==> config.mk <==
export PLATFORM = sky130hd
export DESIGN_NAME = clock_set_ctrl
export DESIGN_NICKNAME = d
export VERILOG_FILES = /design/src/rtl/clock_set_ctrl.sv
export SDC_FILE = /design/constraint.sdc
export NUM_CORES = 1
export LEC_CHECK = 0
export CAP_MARGIN = 20
export CORE_AREA = 2 2 134 136
export CTS_CLUSTER_DIAMETER = 50
export DETAILED_ROUTE_END_ITERATION = 10
export DIE_AREA = 0 0 136 138
export GPL_ROUTABILITY_DRIVEN = 0
export GPL_TIMING_DRIVEN = 0
export PLACE_DENSITY = 0.51
export RECOVER_POWER = 50
export SLEW_MARGIN = 20
export SYNTH_ARGS = -nofsm -noshare
export SYNTH_HDL_FRONTEND = slang
export SYNTH_SLANG_ARGS = --single-unit
==> constraint.sdc <==
create_clock -name clk -period 4.87 [get_ports clk]
set_input_delay 0.7305 -clock clk [delete_from_list [all_inputs] [get_ports clk]]
set_output_delay 0.7305 -clock clk [all_outputs]
set_load 0.05 [all_outputs]
==> src/rtl/clock_set_ctrl.sv <==
// Run/set controller for the HH:MM:SS timer chain: 1 Hz tick prescaler,
// debounced mode/inc buttons, and the hour/minute/second edit FSM that
// commits all three fields to the timers in one load pulse.
module clock_set_ctrl #(
   parameter int unsigned CLK_FREQ     = 25_000_000,
   parameter int unsigned INIT_HOUR    = 8,
   parameter int unsigned INIT_MINUTE  = 12,
   parameter int unsigned INIT_SECOND  = 17,
   parameter int unsigned DEBOUNCE_CYC = 250_000
) (
   input  logic       clk,
   input  logic       rst_n,
   input  logic       run_en,
   input  logic       btn_mode,
   input  logic       btn_inc,
   input  logic [4:0] cur_hour,
   input  logic [5:0] cur_min,
   input  logic [5:0] cur_sec,
   output logic       tick,
   output logic       load,
   output logic [4:0] load_hour,
   output logic [5:0] load_min,
   output logic [5:0] load_sec,
   output logic [1:0] mode,
   output logic       blink
);

   typedef enum logic [1:0] {
      RUN   = 2'd0,
      SET_H = 2'd1,
      SET_M = 2'd2,
      SET_S = 2'd3
   } state_t;

   localparam int unsigned PW = $clog2(CLK_FREQ);
   localparam int unsigned DW = $clog2(DEBOUNCE_CYC);
   localparam int unsigned BQ = CLK_FREQ / 4;
   localparam int unsigned BW = $clog2(BQ + 1);

   localparam logic [PW-1:0] PS_MAX = PW'(CLK_FREQ - 1);
   localparam logic [DW-1:0] DB_MAX = DW'(DEBOUNCE_CYC - 1);
   localparam logic [BW-1:0] BC_MAX = BW'(BQ - 1);

   // bit 0 = mode button, bit 1 = inc button
   logic [1:0]    btn_raw;
   logic [1:0]    sync1, sync2, db, evt;
   logic [DW-1:0] db_cnt [2];
   logic          mode_evt, inc_evt;

   state_t        state_q, state_d;
   logic [4:0]    eh_q, eh_d;
   logic [5:0]    em_q, em_d, es_q, es_d;
   logic [PW-1:0] ps_q, ps_d;
   logic [BW-1:0] bc_q, bc_d;
   logic          blink_q, blink_d;
   logic          load_q, load_d;
   logic          tick_q, tick_d;
   logic          init_pend;

   assign btn_raw  = {btn_inc, btn_mode};
   assign mode_evt = evt[0];
   assign inc_evt  = evt[1] & ~evt[0];

   // Synchronise both buttons, accept a new level after DEBOUNCE_CYC stable cycles, pulse on press
   always_ff @(posedge clk or negedge rst_n) begin
      if (!rst_n) begin
         sync1 <= '0;
         sync2 <= '0;
         db    <= '0;
         evt   <= '0;
         for (int unsigned i = 0; i < 2; i++) db_cnt[i] <= '0;
      end else begin
         sync1 <= btn_raw;
         sync2 <= sync1;
         for (int unsigned i = 0; i < 2; i++) begin
            evt[i] <= 1'b0;
            if (sync2[i] != db[i]) begin
               if (db_cnt[i] == DB_MAX) begin
                  db[i]     <= sync2[i];
                  evt[i]    <= sync2[i];
                  db_cnt[i] <= '0;
               end else begin
                  db_cnt[i] <= db_cnt[i] + DW'(1);
               end
            end else begin
               db_cnt[i] <= '0;
            end
         end
      end
   end

   // Next-state, edit fields, prescaler, blink and pulse outputs
   always_comb begin
      state_d = state_q;
      eh_d    = eh_q;
      em_d    = em_q;
      es_d    = es_q;
      ps_d    = ps_q;
      bc_d    = bc_q;
      blink_d = blink_q;
      load_d  = init_pend;
      tick_d  = 1'b0;

      if (state_q != RUN) begin
         if (bc_q == BC_MAX) begin
            bc_d    = '0;
            blink_d = ~blink_q;
         end else begin
            bc_d = bc_q + BW'(1);
         end
      end

      case (state_q)
         RUN: begin
            blink_d = 1'b0;
            bc_d    = '0;
            if (run_en) begin
               if (ps_q == PS_MAX) begin
                  ps_d   = '0;
                  tick_d = 1'b1;
               end else begin
                  ps_d = ps_q + PW'(1);
               end
            end
            if (mode_evt) begin
               state_d = SET_H;
               eh_d    = cur_hour;
               em_d    = cur_min;
               es_d    = cur_sec;
               blink_d = 1'b1;
               bc_d    = '0;
            end
         end
         SET_H: begin
            if (mode_evt)     state_d = SET_M;
            else if (inc_evt) eh_d = (eh_q == 5'd23) ? 5'd0 : eh_q + 5'd1;
         end
         SET_M: begin
            if (mode_evt)     state_d = SET_S;
            else if (inc_evt) em_d = (em_q == 6'd59) ? 6'd0 : em_q + 6'd1;
         end
         SET_S: begin
            if (mode_evt) begin
               state_d = RUN;
               load_d  = 1'b1;
               ps_d    = '0;
               blink_d = 1'b0;
               bc_d    = '0;
            end else if (inc_evt) begin
               es_d = (es_q == 6'd59) ? 6'd0 : es_q + 6'd1;
            end
         end
         default: state_d = RUN;
      endcase
   end

   // Control and datapath registers; init_pend forces the INIT load on the first edge after reset
   always_ff @(posedge clk or negedge rst_n) begin
      if (!rst_n) begin
         state_q   <= RUN;
         eh_q      <= 5'(INIT_HOUR);
         em_q      <= 6'(INIT_MINUTE);
         es_q      <= 6'(INIT_SECOND);
         ps_q      <= '0;
         bc_q      <= '0;
         blink_q   <= 1'b0;
         load_q    <= 1'b0;
         tick_q    <= 1'b0;
         init_pend <= 1'b1;
      end else begin
         state_q   <= state_d;
         eh_q      <= eh_d;
         em_q      <= em_d;
         es_q      <= es_d;
         ps_q      <= ps_d;
         bc_q      <= bc_d;
         blink_q   <= blink_d;
         load_q    <= load_d;
         tick_q    <= tick_d;
         init_pend <= 1'b0;
      end
   end

   assign tick      = tick_q;
   assign load      = load_q;
   assign load_hour = eh_q;
   assign load_min  = em_q;
   assign load_sec  = es_q;
   assign mode      = state_q;
   assign blink     = blink_q;

endmodule

Yosys cells after proc, flatten, opt, wreduce, memory -nomap -nowiden
Cells that the tools add are included.
{"block": "classes", "mux": 46, "eq_ne": 23, "bitwise_logic": 3, "n_reduce_logical": 12, "n_addsub": 7}
{"operator": "$mux 25", "n": 3}
{"operator": "$mux 18", "n": 4}
{"operator": "$mux 23", "n": 3}
{"operator": "$pmux 25 s2", "n": 1}
{"operator": "$mux 6", "n": 8}
{"operator": "$pmux 23 s2", "n": 1}
{"operator": "$add 18x1->18 const B", "n": 2}
{"operator": "$eq 18x18->1 const B", "n": 2}
{"operator": "$add 25x1->25 const B", "n": 1}
{"operator": "$eq 25x25->1 const B", "n": 1}
{"operator": "$pmux 6 s2", "n": 2}
{"operator": "$add 23x1->23 const B", "n": 1}
{"operator": "$eq 23x23->1 const B", "n": 1}
{"operator": "$ne 2x2->1 const B", "n": 11}
{"operator": "$mux 5", "n": 4}
{"operator": "$reduce_and 4->1", "n": 4}
{"operator": "$mux 1", "n": 13}
{"operator": "$add 6x1->6 const B", "n": 2}
{"operator": "$eq 6x6->1 const B", "n": 2}
{"operator": "$pmux 5 s2", "n": 1}
{"operator": "$mux 2", "n": 4}
{"operator": "$pmux 2 s4", "n": 1}
{"operator": "$reduce_bool 2->1", "n": 4}
{"operator": "$add 5x1->5 const B", "n": 1}
{"operator": "10 further kinds", "n": 14}
{"block": "totals", "out_inout_bits": 22, "ff_bits": 115, "wordCells": 108, "inputBits": 22}

Longest topological paths before layout
{"block": "depth", "ltp_word": 5, "depth_mapped": 9, "depth_no_buf": 7}

Least setup slack after synthesis
OpenSTA, ideal clock, no wires.
{"block": "synth_timing", "path_kind": "register -> register", "startpoint": "reg state_q[0], in the netlist mode[0]", "endpoint": "reg bc_q[12]", "slack_ns": 2.421, "arrival_time_ns": 2.328, "period_less_slack_ns": 2.449, "setup_time_ns": 0.121, "path_buffers": 1, "required_ns": 4.749, "stages_incl_launch_ff": 9, "cell_sequence": "dfrtp_1 -> inv_1 -> ha_1 -> buf_2 -> nand4b_1 -> nor3_1 -> and3_1 -> xnor2_1 -> nor2_1"}
{"block": "synth_between", "elab_chain_len": 4, "word_cells_on_any_way": 6, "classes_between": "eq/ne: 1; mux: 3; reduce/logical: 2"}
{"element": "start, declared", "line": "50", "source": "state_t state_q, state_d;"}
{"element": "start signal, assigned", "line": "171", "source": "state_q <= state_d;"}
{"element": "$reduce_bool 2->1", "line": "104", "source": "if (state_q != RUN) begin"}
{"element": "$mux 23", "line": "104"}
{"element": "$mux 23", "line": "143", "source": "if (mode_evt) begin"}
{"element": "$pmux 23 s2 *", "line": "113", "source": "case (state_q)"}
{"element": "net bc_d[12]", "line": "54", "source": "logic [BW-1:0] bc_q, bc_d;"}
{"element": "end signal, assigned", "line": "165", "source": "bc_q <= '0;"}
{"element": "end signal, assigned", "line": "176", "source": "bc_q <= bc_d;"}
{"element": "end, declared", "line": "54"}
The timed path passes the listed nets; every way through them passes the cells marked *.
A chain may end at the register's enable or synchronous reset.

==> flow_metrics.env <==
export IMPL_run_status="finished with violations"
export IMPL_violations="max-capacitance violations, max-slew violations"
export IMPL_antenna_cells=0
export IMPL_overflow=0
export IMPL_crit_path_end_kind="async pin"
export IMPL_stdcell_area_sq_um=7340
export IMPL_rows=49
export IMPL_nets=711
export IMPL_wire_per_inst_um=15.1
export IMPL_routed_wl_mm=13.9
export IMPL_layoutNonFillerInstCount=920
export IMPL_power_per_cell_area_nw_per_um2=346
export IMPL_crit_buf_inv=1
export IMPL_fp_coreArea_sq_um=17500
export IMPL_worstMarginPinSlew_ns=2.81
export IMPL_cts_buffer_depth=2
export IMPL_fin_crit_ns=2.82
export IMPL_insertion_delay_ns=0.41
export IMPL_holdWs_ns=0.350
export IMPL_cts_root_buf="clkbuf_16"
export IMPL_synth_async_reset_ratio_pct=100
export IMPL_antenna_found_initial=0
export IMPL_ant_nets=0
export IMPL_drive_gt1_share_pct=8.39
export IMPL_drt_vias_per_instance=5.20
export IMPL_pwr_share_seq_pct=40.1
export IMPL_ys_flop_type="dfrtp_1"
export IMPL_synth_top_area_cell="dfrtp_1"
export IMPL_synth_most_common_cell="dfrtp_1"
export IMPL_synth_top_cells_by_count="109 x dfrtp_1, 91 x nor2_1, 44 x nand2_1"
export IMPL_grt_max_degree=66
export IMPL_ios=44
export IMPL_synth_top_area_share_pct=46.0
export IMPL_yosys_warnings=0
export IMPL_final_setup_tns_ns=0
export IMPL_cp_required_ns=4.77
export IMPL_timing_final_max_slew_violations=51
export IMPL_first_pass_iters=4
export IMPL_synth_cell_types=60
export IMPL_max_freq_mhz=354
export IMPL_arrival_ns=2.72
export IMPL_post_cts_buffers=0
export IMPL_route_detailed_drc=0
export IMPL_die_y_um=138
export IMPL_setup_ws_ns=2.05
export IMPL_syn_nets=648
export IMPL_peakVddDrop_v=0.000224
export IMPL_cp_cell_sequence="clkbuf_1"
export IMPL_syn_instance_count=615
export IMPL_power_leakage_nw=3.00
export IMPL_post_dp_hpwl_mm=9.53
export IMPL_power_internal_mw=2.00
export IMPL_switching_power_uw=540
export IMPL_synth_seq_cells=115
export IMPL_cts_buffers=17
export IMPL_drv_cap=1
export IMPL_p_sw_share_pct=21.2
export IMPL_setup_viol=0
export IMPL_grtUsageTotal_pct=15.3
export IMPL_dieArea_sq_um=18800
export IMPL_critPathSlowestCell="clkbuf_1"
export IMPL_grt_first_pass_wirelength_mm=23.1
export IMPL_dpl_instance_area_sq_um=6680
export IMPL_crit_path_max_incr_delay_ns=1.95
export IMPL_start_util_pct=33.8
export IMPL_hold_buffers=0
export IMPL_clkPwrFrac_pct=55.8
export IMPL_synth_area_leaders="dfrtp_1 46%, nor2_1 5.8%, xor2_1 5.5%, xnor2_1 3.0%, nand2_1 2.8%"
export IMPL_place_inst=888
export IMPL_clock_skew_ns=0.00914
export IMPL_combPwrFrac_pct=4.1
export IMPL_synth_edf_count=0
export IMPL_avgSynthCellArea_sq_um=9.65
export IMPL_critPathTopFamily="buffers and inverters"
export IMPL_clock_sinks=115
export IMPL_setup_worst_path_class="input pin to async pin"
export IMPL_area_growth_pct=23.8
export IMPL_netlist_area_sq_um=5930
export IMPL_dr_total_vias=4783
export IMPL_rsz0062_at_grt="no"
export IMPL_finalHoldViolations=0
export IMPL_die_x_um=136
export IMPL_htreeDepth=4
export IMPL_hold_path_class="register to register"
export IMPL_seq_area_frac_synth_pct=48.6
export IMPL_cts_tree="built"
export IMPL_path_max_fanout=51
export IMPL_io_buffer_count=43
export IMPL_period_share_pct=57.9
export IMPL_dr_first_iter_drc_count=263
export IMPL_cts_resized=0
export IMPL_start_kind="input pin"
export IMPL_path_clk_slew_ns=0.06
export IMPL_place_ws_ns=2.11
export IMPL_grt_pass1_vias=4665
export IMPL_slew_limit_headroom_pct=-87.6
[cell type report]
class                           count  area [sq um]
Buffer                             16          80.1
Fill cell                        1745         10200
Timing Repair Buffer               44           452
Clock buffer                       18           439
Inverter                           18          67.6
Multi-Input combinational cell    466          2900
Sequential cell                   115          2890
Clock inverter                     14           234
Tap cell                          229           287
[per-layer routing]
metal,part of all wire [%],routed length (um),vias up,track usage [%]
li1,-,-,2317,-
met1,47,6590,2366,20.5
met2,47,6490,83,23.2
met3,3.6,506,17,3.89
met4,2.2,309,0,6.85
met5,0,0,-,0
[cell usage in the layout (no fill, tap or decap), types with 6 or more instances in the layout]
cell type / count
clkbuf_16: 17
nand3_1: 32
nor3_1: 12
ha_1: 11
xor2_1: 37
dfstp_2: 6
nor2b_1: 10
clkbuf_1: 10
a21oi_1: 19
and3_1: 21
nor2_1: 91
xnor2_1: 20
clkdlybuf4s50_1: 40
nor3b_1: 6
o21ai_0: 31
dfrtp_1: 109
nor4_1: 8
inv_1: 17
nand4_1: 21
a22o_1: 14
nand2_1: 44
bufinv_16: 6
[worst paths after layout]
kind	start	to	slack, ns	cells after the start
setup reg to reg	mode[0]$_DFFE_PN0P_	bc_q[20]$_DFF_PN0_	2.13	8
max in group clk	mode[0]$_DFFE_PN0P_	bc_q[20]$_DFF_PN0_	2.13	8
hold reg to reg	sync1[0]$_DFF_PN0_	sync2[0]$_DFF_PN0_	0.35	0
hold / removal	sync1[0]$_DFF_PN0_	sync2[0]$_DFF_PN0_	0.35	0
min in group asynchronous	rst_n	load_hour[0]$_DFFE_PN0P_	1.22	1
setup / recovery	rst_n	ps_q[15]$_DFFE_PN0P_	2.05	1
[registers in the layout (all words and copies together) (netlist names)]
register and count:
mode 2, tick 1, bc_q 23, blink 1, init_pend 1, evt 2, load_hour 5, db_cnt 36
ps_q 25, db 2, load_min 6, sync2 2, load 1, load_sec 6, sync1 2
[metrics by stage]
step                      utilization [%]  power [mW]
after floorplan                         -        1.08
after global placement               37.9        1.14
after detailed placement             38.1        1.14
after CTS                            41.9        2.58
after global routing                 41.9        2.64
final                                41.9        2.54
[logic make-up after synthesis]
kind of cell / after synthesis / share of synthesized area [%]
adder cells (fa/ha/maj): 11 / 2.32
other: 1 / 0.0632
flip-flops: 115 / 48.6
AO/OA/AOI/OAI: 103 / 11.6
AND/OR/NAND/NOR: 286 / 25.0
XOR/XNOR: 57 / 8.42
buffers and inverters: 34 / 2.51
multiplexers: 8 / 1.43
[power groups by stage]
stage          Sequential, mW  Combinational [mW]  Clock [mW]
4_1_cts                  1.02               0.109        1.45
3_5_place_dp             1.03               0.110           0
3_3_place_gp             1.03               0.104           0
6_report                 1.02               0.105        1.42
2_1_floorplan            1.03              0.0527           0
5_1_grt                  1.02               0.120        1.50
No activity file was read; power rests on OpenSTA's default activity.
